<file path="src/rtl/writeback_buffer.sv">
// In-order result queue between execute/load and the register file write port,
// with combinational forwarding of the youngest pending write per lookup port.
module writeback_buffer #(
    parameter int DEPTH = 4
) (
    input  logic                       clk,
    input  logic                       reset_n,
    input  logic                       in_valid,
    output logic                       in_ready,
    input  logic [4:0]                 in_rd,
    input  logic [31:0]                in_data,
    input  logic                       wb_stall,
    output logic                       write_enable,
    output logic [4:0]                 write_reg,
    output logic [31:0]                write_data,
    input  logic [4:0]                 lookup_reg1,
    input  logic [4:0]                 lookup_reg2,
    output logic                       fwd_hit1,
    output logic                       fwd_hit2,
    output logic [31:0]                fwd_data1,
    output logic [31:0]                fwd_data2,
    output logic [$clog2(DEPTH):0]     count,
    output logic                       empty
);

    localparam int PW = $clog2(DEPTH);
    localparam int CW = PW + 1;

    logic [PW-1:0] head_q, head_d;
    logic [PW-1:0] tail_q, tail_d;
    logic [CW-1:0] count_q, count_d;
    logic [4:0]    rd_q   [DEPTH];
    logic [4:0]    rd_d   [DEPTH];
    logic [31:0]   data_q [DEPTH];
    logic [31:0]   data_d [DEPTH];

    logic full;
    logic push;
    logic pop;

    assign full         = (count_q == CW'(DEPTH));
    assign empty        = (count_q == '0);
    assign count        = count_q;
    assign in_ready     = !full;
    assign write_enable = !empty && !wb_stall;
    assign write_reg    = rd_q[head_q];
    assign write_data   = data_q[head_q];

    // x0 results complete the handshake but are never stored.
    assign push = in_valid && in_ready && (in_rd != 5'd0);
    assign pop  = write_enable;

    always_comb begin
        head_d  = head_q;
        tail_d  = tail_q;
        count_d = count_q;
        for (int i = 0; i < DEPTH; i++) begin
            rd_d[i]   = rd_q[i];
            data_d[i] = data_q[i];
        end
        if (push) begin
            rd_d[tail_q]   = in_rd;
            data_d[tail_q] = in_data;
            tail_d         = tail_q + 1'b1;
        end
        if (pop) begin
            head_d = head_q + 1'b1;
        end
        case ({push, pop})
            2'b10:   count_d = count_q + 1'b1;
            2'b01:   count_d = count_q - 1'b1;
            default: count_d = count_q;
        endcase
    end

    // Scan oldest to youngest so the last match (closest to tail) wins.
    always_comb begin
        fwd_hit1  = 1'b0;
        fwd_hit2  = 1'b0;
        fwd_data1 = '0;
        fwd_data2 = '0;
        for (int i = 0; i < DEPTH; i++) begin
            if (CW'(i) < count_q) begin
                if ((lookup_reg1 != 5'd0) && (rd_q[head_q + PW'(i)] == lookup_reg1)) begin
                    fwd_hit1  = 1'b1;
                    fwd_data1 = data_q[head_q + PW'(i)];
                end
                if ((lookup_reg2 != 5'd0) && (rd_q[head_q + PW'(i)] == lookup_reg2)) begin
                    fwd_hit2  = 1'b1;
                    fwd_data2 = data_q[head_q + PW'(i)];
                end
            end
        end
    end

    always_ff @(posedge clk or negedge reset_n) begin
        if (!reset_n) begin
            head_q  <= '0;
            tail_q  <= '0;
            count_q <= '0;
            for (int i = 0; i < DEPTH; i++) begin
                rd_q[i]   <= '0;
                data_q[i] <= '0;
            end
        end else begin
            head_q  <= head_d;
            tail_q  <= tail_d;
            count_q <= count_d;
            for (int i = 0; i < DEPTH; i++) begin
                rd_q[i]   <= rd_d[i];
                data_q[i] <= data_d[i];
            end
        end
    end

endmodule

</file>
<file path="config.mk">
export PLATFORM = sky130hd
export DESIGN_NAME = writeback_buffer
export DESIGN_NICKNAME = d
export VERILOG_FILES = /design/src/rtl/writeback_buffer.sv
export SDC_FILE = /design/constraint.sdc
export NUM_CORES = 1
export LEC_CHECK = 0
export BUFFER_PORTS_ARGS = -buffer_cell sky130_fd_sc_hd__buf_2
export CORE_UTILIZATION = 55
export DETAILED_ROUTE_END_ITERATION = 10
export HOLD_SLACK_MARGIN = 0.02
export PLACE_DENSITY = 0.76
export REMOVE_ABC_BUFFERS = 1
export SLEW_MARGIN = 10
export SYNTH_ARGS = -nofsm -noshare
export SYNTH_HDL_FRONTEND = slang
export SYNTH_SLANG_ARGS = --single-unit
</file>
<file path="constraint.sdc">
create_clock -name clk -period 3.9 [get_ports clk]
set_clock_uncertainty 0.05 [all_clocks]
set_input_delay 0.975 -clock clk [delete_from_list [all_inputs] [get_ports clk]]
set_output_delay 0.975 -clock clk [all_outputs]
set_load 0.03 [all_outputs]
</file>
Word level (Yosys, flattened, before mapping)
Cells that the tools add are included.
{ "word_totals": {"ff_bits": 155, "in_bits": 51, "output_inout_bits": 109, "word_cells": 126} }
{ "classes": {"n_addsub": 6, "magnitude_cmp": 10, "n_eq_ne": 11, "muxes": 63, "n_bitwise": 5, "reduce_logical": 20} }
{ "op_table": {"columns": ["operator", "count"], "rows": [
  ["32-bit two-way mux", 25],
  ["32-bit binary-select mux with 2-bit select", 4],
  ["128-bit bitwise mux", 1],
  ["32-bit demux with 2-bit select", 1],
  ["5-bit two-way mux", 9],
  ["5-bit binary-select mux with 2-bit select", 4],
  ["5-bit == test", 8],
  ["20-bit bitwise mux", 1],
  ["1-bit two-way mux", 16],
  ["3-bit greater-or-equal comparator, second input constant", 5],
  ["2-bit NOT with 3-bit output", 5],
  ["5-bit nonzero test", 3],
  ["1-bit logical AND", 12],
  ["5-bit demux with 2-bit select", 1],
  ["1-bit by 3-bit less-than comparator with 1-bit output, first input constant", 2],
  ["2-bit by 3-bit less-than comparator with 1-bit output, first input constant", 2],
  ["3-bit one-hot mux with 2 select lines", 1],
  ["2-bit by 1-bit adder with 2-bit output, second input constant", 2],
  ["2-bit adder, second input constant", 2],
  ["3-bit by 1-bit adder with 3-bit output, second input constant", 1],
  ["3-bit == test, second input constant", 1],
  ["1-bit zero test", 3],
  ["3-bit zero test", 1],
  ["3-bit by 1-bit less-than comparator with 1-bit output, second input constant", 1],
  ["4 further kinds", 4]
]} }

Logic depth before layout (Yosys ltp)
Gate-level depths: netlist (run 1).
{ "depth": {"word_depth": 14, "ltp_mapped": 11, "mapped_depth_nobuf": 10} }

Worst setup path after synthesis (run 1)
Ideal clock, no wire load.
{ "synth_timing": {"path_type": "input to output", "from": "input lookup_reg1[1]", "to": "output fwd_data1[26]", "t_arrival_ns": 3.222, "required_time_ns": 2.875, "setup_slack_ns": -0.347, "stages": 9, "n_path_buf": 3, "cell_sequence": "clkbuf_1 -> nor4_1 -> nor2b_1 -> a211o_1 -> or2_2 -> clkbuf_1 -> buf_2 -> a31oi_1 -> a211oi_1"} }
{ "synth_via": {"elab_chain_cells": 10, "elab_cells_between_ends": 17, "classes_between": "4 x eq/ne; 8 x mux; 5 x reduce/logical"} }
{ "synth_rtl": {"columns": ["item", "line", "source"], "rows": [
  ["start: declaration", "16", "input logic [4:0] lookup_reg1,"],
  ["5-bit == test / 5-bit nonzero test (equally long branches)", "84", "if ((lookup_reg1 != 5'd0) && (rd_q[head_q + PW'(i)] == lookup_reg1)) begin"],
  ["1-bit logical AND", "84", null],
  ["32-bit two-way mux", "84", null],
  ["32-bit two-way mux", "83", "if (CW'(i) < count_q) begin"],
  ["32-bit two-way mux", "84", null],
  ["32-bit two-way mux", "83", null],
  ["32-bit two-way mux", "84", null],
  ["32-bit two-way mux", "83", null],
  ["32-bit two-way mux", "84", null],
  ["32-bit two-way mux *", "83", null],
  ["end: declaration", "20", "output logic [31:0] fwd_data1,"]
]} }
Mark *: on every way between the ends. The rest lies on a longest branch, timed or not.

Final worst setup path (run 1)
{ "layout_timing": {"from": "register head_q[0]", "to": "output fwd_data1[31]"} }
{ "layout_via": {"elab_chain_cells": 14, "elab_cells_between_ends": 47, "classes_between": "3 x add/sub; 4 x eq/ne; 32 x mux; 4 x bitwise; 4 x reduce/logical"} }
{ "layout_rtl": {"columns": ["item", "line", "source"], "rows": [
  ["start: declaration", "29", "logic [PW-1:0] head_q, head_d;"],
  ["start signal: assignment", "98", "head_q <= '0;"],
  ["start signal: assignment", "106", "head_q <= head_d;"],
  ["parallel branches: the longest is 13 deep, another holds 2-bit by 1-bit adder with 2-bit output", null, null],
  ["32-bit two-way mux *", "83", null]
]} }
Every way passes the cells marked *. The select of a mux whose other input is x is not followed.

==> key figures, run 1 <==
Status
  • Status: finished with violations
  • Failing checks: setup timing

Placement
  • DP HPWL: about 25,000 µm
  • Routability Congestion: 0.922
  • Placed insts: between 1,500 and 2,000
  • # port buffers: 159

Layout
  • Most frequent cells in the layout: mux2_2, mux2i_1, dfrtp_1
  • Most common cell after layout, fill and taps aside: mux2_2
  • Layout cells sized above 1: 46.2%
  • Utilization after layout: 74.9%
  • Fill cells: 1,383
  • Nets: 1,497
  • Seq. cell area: slightly below 4000 µm²
  • Finished Layout Cells: around 1,700
  • P&R area growth vs syn: 32.0%
  • Footprint of the multi-input gates: 8370 µm²

Synthesis
  • Cells after synthesis: 1,232
  • Async set-reset flop share out of synthesis: 100%
  • Syn Area/Cell: 9.77 µm²
  • Syn. warnings: 0
  • Synth Cell Area: 12,000 µm²
  • Synth Flop Type: dfrtp_1
  • Seq/Total Area, Yosys: 32.2%
  • Number of distinct library cells after synthesis: 43
  • Number of synthesized register bits: 155
  • Post-synth EDFFs: 0

Clock tree
  • TritonCTS clock tree: built
  • TritonCTS Sinks: around 160
  • CTS buffer count: 17
  • CTS clk-pin slew, worst paths: 70 ps
  • Hold Buf Count CTS: 0
  • Max H-tree Level: 4
  • CTS root buf: clkbuf_16
  • CTS Buffer Depth: 2
  • Insertion delay to the later sink of the worst-skew pair: 430 ps

Floorplan
  • Io pins: 160
  • Die width: 150 µm
  • Rows: 53
  • CORE AREA: 21,200 µm²
  • Die height: 150 µm
  • Starting Density: 56.7%
  • Die area: 22,500 µm²

Global route
  • Largest net degree at the start of global routing: 86
  • Global route overflow: 0
  • First-pass GRT wire length: between 60,000 and 70,000 µm
  • Initial antenna violation count: 2
  • Vias in the first global route: 11,344
  • All-Layer GR Usage: 34.7%

Detailed routing
  • DR vias: 11,720
  • DR iter-0 viols: 1,347
  • Final WL: 42,700 µm
  • Drt wl/cell: about 25 µm
  • Post-route ant nets: 0
  • Drt first pass iters: 6
  • Vias per cell: 6.79
  • DRC violations left: 0

Worst setup path
  • Slowest stage delay, CP: 560 ps
  • Critical Path Source Type: flop
  • Reg2reg end: rd_q[10]
  • CP delay by family, top: buffers and inverters
  • Most frequent CP cell: buf_6
  • Crit-path cells: buf_6 > buf_6 > mux4_2 > xnor2_2 > nand4_1 > buf_6 > or2_4 > buf_12 > a311oi_1 > o2bb2ai_1 > buf_4
  • R2R Path Start: count[1]
  • Worst Path Max Fanout: 7
  • Crit path from: head_q[0]
  • Critical path arrival: roughly 3500 ps
  • Slowest-stage cell, CP: dfrtp_4
  • CP required: 2870 ps
  • CP Capture Type: output port
  • WS Path Type: reg2out
  • CP Depth: 11
  • WP buf/inv: 5
  • Worst R2R Path Depth: 9
  • Reg2reg setup slack: 1620 ps

STA
  • Fin crit period: 4500 ps
  • Fin. Hold Viols: 0
  • Count of pins over their slew limit: 0
  • Setup slack after layout: -600 ps
  • Fmax achieved: 222 MHz
  • Period utilisation layout: 115%
  • RSZ-0062 raised after global routing: yes
  • Slew Limit Headroom: about 44%
  • Worst-Margin Slew: 838 ps
  • Final setup violating endpoints: 66

Min path
  • Hold Crit Start: data_q[88]
  • WHS Endpoint: data_q[88]
  • Hold Path Depth: 1
  • Worst Hold Class: reg2reg

Job
  • Max Cap Viol: 0
==> cell usage after synthesis (all sizes together), types with 3 or more instances <==
cell type / number / share of area (%)
mux2: 181 / 17
mux2i: 160 / 13
dfrtp: 155 / 32
nand2: 106 / 3.3
clkbuf: 87 / 2.7
o21ai: 65 / 2.7
nand3: 63 / 2.6
nor2: 40 / 1.3
and2: 34 / 1.8
xnor2: 34 / 2.5
a311oi: 33 / 2.4
a211oi: 32 / 2.1
a31oi: 32 / 1.7
and3: 32 / 1.7
buf: 32 / 1.6
o22ai: 31 / 1.6
nor3b: 30 / 1.9
mux4: 20 / 3.7
inv: 10 / 0.31
xor2: 10 / 0.73
ha: 9 / 0.94
nor3: 7 / 0.29
nand4: 5 / 0.26
nor4: 5 / 0.42
a21oi: 4 / 0.17
or2: 3 / 0.16
==> sequential cells by signal, summed over array words and instances, names as in the netlist <==
signal and flops:
count 3, data_q 128, head_q 2, rd_q 20, tail_q 2
==> area by class of cell <==
cell class	count	area share (%)
Multi-Input combinational cell	948	52.7
Sequential cell	155	24.5
Timing Repair Buffer	305	16.8
Clock inverter	14	0.992
Clock buffer	17	2.68
Antenna cell	1	0.0157
Tap cell	275	2.17
Inverter	10	0.244
==> worst max path at each step <==
stage | to | slack [ps]
after floorplan | fwd_data2[0] | -5480
after global placement | fwd_data1[6] | -180
after detailed placement | fwd_data1[6] | -210
after CTS | fwd_data2[3] | -350
after global routing | fwd_data1[31] | -650
final | fwd_data1[31] | -600
==> cell families after synthesis <==
group           count (synthesis)  share of synthesized area [%]
buf+inv                       129                           4.62
xor+xnor                       44                           3.20
flops                         155                           32.2
simple gates                  330                           13.9
compound gates                204                           11.1
fa+ha+maj                       9                          0.935
mux                           361                           34.0
==> metal layers <==
| metal | track usage [%] | up-vias | wire length, µm |
|---|---|---|---|
| li1 | - | 4979 | - |
| met1 | 42.1 | 5664 | 15600 |
| met2 | 58.2 | 844 | 20000 |
| met3 | 7.68 | 229 | 4730 |
| met4 | 17.1 | 4 | 2300 |
| met5 | 0 | - | 31 |
==> metrics by stage <==
step	hold WS (ps)	setup TNS [ps]	instance area, µm²	worst slack, ps
CTS	481	-18870	14900	-348
detailed placement	464	-3980	13700	-211
global route	488	-28400	15900	-646
finish	479	-25010	15900	-600
floorplan	446	-444100	11500	-5480
global placement	456	-2530	13700	-182
==> worst register-to-register path: cells and delay by family, from the launching register on <==
family / cells / cell delay [ps]
buffers and inverters: 3 / 710
flip-flops: 1 / 470
multiplexers: 1 / 410
AND/OR/NAND/NOR: 3 / 300
adder cells (fa/ha/maj): 1 / 170
AO/OA/AOI/OAI: 1 / 70
==> repair_timing <==
action | in CTS | in global routing
endpoints found under the setup margin | 67 | 67
gates cloned | 1 | 8
buffers inserted | 14 | 17
pin swaps | 51 | 49
gates resized for setup | 125 | 122
Power of run 1 is not shown: default switching activity piles up to over one toggle a cycle in this logic, so the estimate is an artifact.
==> run 2: changes to the inputs <==
--- a/config.mk
+++ b/config.mk
@@ -5,12 +5,14 @@
 export SDC_FILE = /design/constraint.sdc
 export NUM_CORES = 1
 export LEC_CHECK = 0
+export ABC_AREA = 1
 export BUFFER_PORTS_ARGS = -buffer_cell sky130_fd_sc_hd__buf_2
 export CORE_UTILIZATION = 55
 export DETAILED_ROUTE_END_ITERATION = 10
 export HOLD_SLACK_MARGIN = 0.02
-export PLACE_DENSITY = 0.76
+export PLACE_DENSITY = 0.75
 export REMOVE_ABC_BUFFERS = 1
+export SKIP_LAST_GASP = 1
 export SLEW_MARGIN = 10
 export SYNTH_ARGS = -nofsm -noshare
 export SYNTH_HDL_FRONTEND = slang
==> run 2 against run 1 <==
Compared with the run above: the run now ends clean; non-clock buffer count fell by 74; first-iteration DRC count rose by 27%; synthesized area rose by 7.5%; final cell count rose by 54%; via count rose by 27%; fmax rose by 16%; core utilization fell by 7.7 points; worst hold slack got worse by 41 ps; count of clock-buffer cells in the layout rose by 2; die area rose by 7.4%; critical endpoint is now fwd_data1[5].
==> key figures, run 2 <==
STA
  • RSZ-0062 raised after global routing: yes (unchanged)
  • Setup slack after layout: 15.0 ps (was -600 ps)
  • TNS Setup: 0 ps (was -25,010 ps)
  • Slew Limit Headroom: 55.7% (was 44.1%)
  • Count of pins over their slew limit: 0 (unchanged)
  • Final setup violating endpoints: 0 (was 66)
  • Fin crit period: 3880 ps (was 4500 ps)
  • Period utilisation layout: 99.6% (was 115%)
  • Fmax achieved: 257 MHz (was 222 MHz)
  • Fin. Hold Viols: 0 (unchanged)
  • Worst-Margin Slew: 664 ps (was 838 ps)

Worst setup path
  • Worst Path Max Fanout: 13 (was 7)
  • CP Capture Type: output port (unchanged)
  • Critical path arrival: 2860 ps (was 3470 ps)
  • Slowest stage delay, CP: 400 ps (was 560 ps)
  • Most frequent CP cell: nand2_1 (was buf_6)
  • WS Path Type: reg2out (unchanged)
  • WP buf/inv: 5 (unchanged)
  • CP delay by family, top: buffers and inverters (unchanged)
  • Crit-path cells: buf_4 > nand2_2 > nand2_4 > o21ai_2 > inv_1 > a21oi_1 > nand2_1 > nor2_4 > buf_12 > clkbuf_16 > nor2_1 > nand2_1 > nand2_1 > buf_2 (was buf_6 > buf_6 > mux4_2 > xnor2_2 > nand4_1 > buf_6 > or2_4 > buf_12 > a311oi_1 > o2bb2ai_1 > buf_4)
  • Slowest-stage cell, CP: dfrtp_1 (was dfrtp_4)
  • Critical Path Source Type: flop (unchanged)
  • CP required: 2870 ps (about the same)

Detailed routing
  • Drt wl/cell: 16.2 µm (was 24.7 µm)
  • DRC violations left: 0 (unchanged)
  • DR vias: 14,924 (was 11,720)
  • DR iter-0 viols: 1,710 (was 1,347)
  • Final WL: 43,300 µm (was 42,700 µm)
  • Drt first pass iters: 7 (was 6)
  • Post-route ant nets: 0 (unchanged)
  • Vias per cell: 5.60 (was 6.79)

Synthesis
  • Synth area leaders: dfrtp_1, nand2_1, o21ai_0 (was dfrtp_1, mux2_2, mux2i_1)
  • Syn Area/Cell: 5.77 µm² (was 9.77 µm²)
  • Number of distinct library cells after synthesis: 28 (was 43)
  • Synth Flop Type: dfrtp_1 (unchanged)
  • Async set-reset flop share out of synthesis: 100% (unchanged)
  • Synth Cell Area: 12,900 µm² (was 12,000 µm²)
  • Syn. warnings: 0 (unchanged)
  • Most frequent cells after synthesis: nand2_1, o21ai_0, inv_1, nor2_1, dfrtp_1 (was mux2_2, mux2i_1, dfrtp_1, nand2_1, clkbuf_1)
  • Most numerous cell in the Yosys netlist: nand2_1 (was mux2_2)
  • Post-synth EDFFs: 0 (unchanged)
  • Top cell type's share of synthesized area: 30.0% (was 32.2%)
  • Seq/Total Area, Yosys: 30.0% (was 32.2%)
  • Number of synthesized register bits: 155 (unchanged)
  • Top cell type by total area after synthesis: dfrtp_1 (unchanged)
  • Cells after synthesis: 2,243 (was 1,232)

Clock tree
  • Insertion delay to the later sink of the worst-skew pair: 440 ps (was 430 ps)
  • CTS Buffer Depth: 2 (unchanged)
  • CTS clk-pin slew, worst paths: 70 ps (about the same)
  • TritonCTS clock tree: built (unchanged)
  • Max H-tree Level: 4 (unchanged)
  • TritonCTS Sinks: 155 (unchanged)
  • CTS buffer count: 17 (unchanged)
  • CTS root buf: clkbuf_16 (unchanged)

Floorplan
  • Die width: 155 µm (was 150 µm)
  • Rows: 55 (was 53)
  • Starting Density: 56.6% (was 56.7%)
  • Die height: 155 µm (was 150 µm)
  • Io pins: 160 (unchanged)
  • Die area: 24,100 µm² (was 22,500 µm²)
  • CORE AREA: 22,800 µm² (was 21,200 µm²)

Job
  • Max Cap Viol: 0 (unchanged)

Global route
  • Vias in the first global route: 12,935 (was 11,344)
  • All-Layer GR Usage: 33.6% (was 34.7%)
  • Largest net degree at the start of global routing: 210 (was 86)
  • Initial antenna violation count: 0 (was 2)
  • Global route overflow: 0 (unchanged)
  • First-pass GRT wire length: 64,600 µm (was 60,200 µm)

Placement
  • Routability Congestion: 0.980 (was 0.922)
  • # port buffers: 159 (unchanged)
  • DP HPWL: 27,300 µm (was 24,600 µm)
  • Area after DPL: 14,000 µm² (was 13,700 µm²)
  • Dpl ws: 185 ps (was -211 ps)

Layout
  • Post-route cell area: 15,300 µm² (was 15,900 µm²)
  • Top reg by flops: data_q (unchanged)
  • P&R area growth vs syn: 18.6% (was 32.0%)
  • Fill cells: 2,127 (was 1,383)
  • Layout cells sized above 1: 13.6% (was 46.2%)
  • Most frequent cells in the layout: nand2_1, o21ai_0, inv_1 (was mux2_2, mux2i_1, dfrtp_1)
  • Nets: 2,399 (was 1,497)
  • Most common cell after layout, fill and taps aside: nand2_1 (was mux2_2)
  • Max reg flops: 128 (unchanged)
  • N_diodes: 0 (was 1)

Min path
  • Worst Hold Class: reg2reg (unchanged)

Status
  • Status: complete, no violations (was finished with violations)
==> run 2: cell count changes in the layout (fill, tap and decap cells not counted), sizes merged, moves of 32 or more <==
cell and change:
nand2 +712, inv +227, o21ai +357, nand3 +67, a211oi -32, a311oi -33
mux2i -160, xnor2 -32, nand4 +61, nor2 +191, a31oi -32, mux2 -181
and2 -33, buf -91
==> run 2: layer usage <==
layer	GRT usage [%]	vias to the layer above	part of all wire, %
met5	0	-	0
met4	12.2	0	3.5
met3	4.74	136	9.5
met2	55.3	826	46
met1	44.9	6689	41
li1	-	7273	-
==> run 2: logic make-up (layout without fill, tap and decap cells) <==
group                    after synthesis  in the layout  synth area share [%]
AO/OA/AOI/OAI                        425            425                  16.5
XOR/XNOR                              11             11                 0.744
flip-flops                           155            155                  30.0
AND/OR/NAND/NOR                     1249           1251                  39.2
adder cells (fa/ha/maj)                9              9                 0.870
buffers and inverters                394            501                  12.7
==> run 2: path summary, 6_finish.rpt <==
kind                           endpoint  startpoint  slack [ps]  cells past startpoint
min reg2reg                  data_q[83]  data_q[83]         440                      2
max in group asynchronous    data_q[27]     reset_n        2500                      2
min in group asynchronous    data_q[35]     reset_n         480                      1
min                          data_q[83]  data_q[83]         440                      2
max                        fwd_data1[5]   head_q[1]          20                     14
max reg2reg                  data_q[67]    count[1]        1370                      9
==> run 2: repair_timing <==
item / 4_1_cts / 5_1_grt
cloned: 0 / 18
buffers inserted: 0 / 7
hold buffers: 0 / 0
pin swaps: 0 / 9
gates resized for setup: 9 / 85
endpoints found under the setup margin: 26 / 66
==> run 2: area by class of cell <==
cell class	count	area, µm²	share of cell area, %
Timing Repair Buffer	231	1960	12.8
Tap cell	313	392	2.55
Clock inverter	13	133	0.864
Sequential cell	155	3880	25.3
Multi-Input combinational cell	1696	7630	49.7
Inverter	238	902	5.88
Clock buffer	19	443	2.89
==> run 2: worst register-to-register path, cell delays in order, from the launching register on <==
cell	delay [ps]
dfrtp_1	430
inv_1	150
ha_1	200
nand2_1	70
and2_1	150
nand2_1	110
inv_1	140
nand2_2	490
buf_4	440
o21ai_0	150
==> run 2: metrics by stage <==
stage               cells  util (%)  hold WS, ps
global route         2665      67.2          456
finish               2665      67.2          437
floorplan            2087         -          403
detailed placement   2608      61.2          423
CTS                  2640      63.8          439
global placement     2608      61.2          417
Power of run 2 is left out for the same reason.
==> run 3: changes to the inputs <==
--- a/config.mk
+++ b/config.mk
@@ -8,6 +8,7 @@
 export ABC_AREA = 1
 export BUFFER_PORTS_ARGS = -buffer_cell sky130_fd_sc_hd__buf_2
 export CORE_UTILIZATION = 55
+export CTS_BUF_LIST = sky130_fd_sc_hd__clkbuf_4
 export DETAILED_ROUTE_END_ITERATION = 10
 export HOLD_SLACK_MARGIN = 0.02
 export PLACE_DENSITY = 0.75
==> run 3 against run 2 <==
Compared with the run above: the run now ends with setup timing left; via count rose by 0.97%; sequential share of layout area rose by 0.28 points; flip-flop and latch count did not move; critical path type unchanged; largest cell class unchanged; highest routed layer unchanged.
==> key figures, run 3 (synthesis results as in run 2) <==
Global route
  • Initial antenna violation count: 1 (was 0)
  • All-Layer GR Usage: 35.1% (was 33.6%)
  • Largest net degree at the start of global routing: 106 (was 210)
  • First-pass GRT wire length: 67,400 µm (was 64,600 µm)
  • Vias in the first global route: 13,253 (was 12,935)
  • Global route overflow: 0 (unchanged)

STA
  • Fin. Hold Viols: 0 (unchanged)
  • Setup slack after layout: -132 ps (was 15.0 ps)
  • Slew Limit Headroom: 55.0% (was 55.7%)
  • Count of pins over their slew limit: 0 (unchanged)
  • Fmax achieved: 248 MHz (was 257 MHz)
  • Worst-Margin Slew: 674 ps (was 664 ps)
  • RSZ-0062 raised after global routing: yes (unchanged)
  • Worst Hold Margin: 320 ps (was 437 ps)
  • Final setup violating endpoints: 65 (was 0)
  • Fin crit period: 4030 ps (was 3880 ps)
  • Period utilisation layout: 103% (was 99.6%)

Worst setup path
  • Crit-path cells: buf_6 > clkbuf_16 > nand2_2 > nand2_1 > nand2_1 > o21ai_2 > nand2_1 > nand2_1 > nor2_1 > nand2_1 > nor2_4 > buf_12 > bufbuf_16 > nand2_1 > nand2_2 > buf_6 (was buf_4 > nand2_2 > nand2_4 > o21ai_2 > inv_1 > a21oi_1 > nand2_1 > nor2_4 > buf_12 > clkbuf_16 > nor2_1 > nand2_1 > nand2_1 > buf_2)
  • Most frequent CP cell: nand2_1 (unchanged)
  • Crit path from: head_q[0] (was head_q[1])
  • Slowest stage delay, CP: 580 ps (was 400 ps)
  • Critical path arrival: 3010 ps (was 2860 ps)
  • R2R Path Start: count[1] (unchanged)
  • WS Path Type: reg2out (unchanged)
  • WP buf/inv: 5 (unchanged)
  • Worst Path Max Fanout: 13 (unchanged)
  • CP required: 2870 ps (about the same)
  • CP delay by family, top: simple AND/OR/NAND/NOR gates (was buffers and inverters)
  • CP Capture Type: output port (unchanged)
  • Critical Path Source Type: flop (unchanged)
  • Slowest-stage cell, CP: dfrtp_4 (was dfrtp_1)

Detailed routing
  • Final WL: 43,800 µm (was 43,300 µm)
  • DR vias: 15,069 (was 14,924)
  • DR iter-0 viols: 1,803 (was 1,710)
  • Drt wl/cell: 16.4 µm (was 16.2 µm)
  • DRC violations left: 0 (unchanged)
  • Drt first pass iters: 7 (unchanged)
  • Post-route ant nets: 0 (unchanged)
  • Vias per cell: 5.64 (was 5.60)

Job
  • Max Cap Viol: 0 (unchanged)

Min path
  • Worst Hold Class: in2async (was reg2reg)

Clock tree
  • CTS root buf: clkbuf_4 (was clkbuf_16)
  • CTS Buffer Depth: 2 (unchanged)
  • CTS buffer count: 17 (unchanged)
  • Insertion delay to the later sink of the worst-skew pair: 570 ps (was 440 ps)
  • TritonCTS clock tree: built (unchanged)
  • Max H-tree Level: 4 (unchanged)
  • CTS clk-pin slew, worst paths: 150 ps (was 70 ps)
  • TritonCTS Sinks: 155 (unchanged)

Layout
  • Seq. cell area: 3880 µm² (unchanged)
  • Most common cell after layout, fill and taps aside: nand2_1 (unchanged)
  • Max reg flops: 128 (unchanged)
  • Top reg by flops: data_q (unchanged)
  • Fill cells: 2,146 (was 2,127)
  • Nets: 2,404 (was 2,399)
  • P&R area growth vs syn: 17.2% (was 18.6%)
  • Footprint of the multi-input gates: 7650 µm² (was 7630 µm²)
  • Layout cells sized above 1: 14.0% (was 13.6%)
  • Most frequent cells in the layout: nand2_1, o21ai_0, inv_1 (unchanged)

Status
  • Failing checks: setup timing
  • Status: finished with violations (was complete, no violations)

Placement
  • DP HPWL: 27,300 µm (unchanged)
  • # port buffers: 159 (unchanged)
  • Routability Congestion: 0.980 (unchanged)

Floorplan
  • Die area: 24,100 µm² (unchanged)
  • Die height: 155 µm (unchanged)
  • Io pins: 160 (unchanged)
  • Rows: 55 (unchanged)
  • CORE AREA: 22,800 µm² (unchanged)
  • Starting Density: 56.6% (unchanged)
  • Die width: 155 µm (unchanged)
==> run 3: final timing paths <==
kind | to | slack (ps) | cells past startpoint
max in group asynchronous | data_q[27] | 2630 | 2
min in group clk | data_q[27] | 450 | 2
max | fwd_data2[9] | -130 | 16
max reg2reg | data_q[95] | 1340 | 10
min reg2reg | data_q[27] | 450 | 2
min | data_q[35] | 320 | 1
==> run 3: per-layer routing <==
metal	up-vias	track usage, %	routed length (µm)
met2	843	57.1	19900
met1	6755	46.7	17800
met5	-	0	0
li1	7292	-	-
met4	0	14.3	1820
met3	179	5.43	4300
==> run 3: metrics by stage <==
step / TNS [ps] / cell area, µm² / utilization [%] / instances / setup WS [ps]
global placement: 0 / 14000 / 61.2 / 2608 / 214
CTS: -1630 / 14700 / 64.3 / 2654 / -86.0
floorplan: -469030 / 12200 / - / 2087 / -5790
finish: -4430 / 15200 / 66.4 / 2671 / -132
global route: -13710 / 15200 / 66.4 / 2671 / -245
detailed placement: 0 / 14000 / 61.2 / 2608 / 185
==> run 3: timing repair <==
item / 4_1_cts / 5_1_grt
hold buffers: 0 / 0
endpoints found under the hold margin: 0 / 0
cloned: 7 / 9
setup endpoints to repair: 66 / 66
buffers inserted: 7 / 7
resized for setup: 56 / 66
pin swaps: 2 / 9
==> run 3: area by class of cell <==
| type | instances | area share (%) |
|---|---|---|
| Antenna cell | 1 | 0.0165 |
| Clock buffer | 18 | 0.891 |
| Clock inverter | 14 | 0.899 |
| Inverter | 238 | 5.94 |
| Multi-Input combinational cell | 1696 | 50.4 |
| Sequential cell | 155 | 25.6 |
| Tap cell | 313 | 2.58 |
| Timing Repair Buffer | 236 | 13.6 |
Power of run 3 is left out for the same reason.
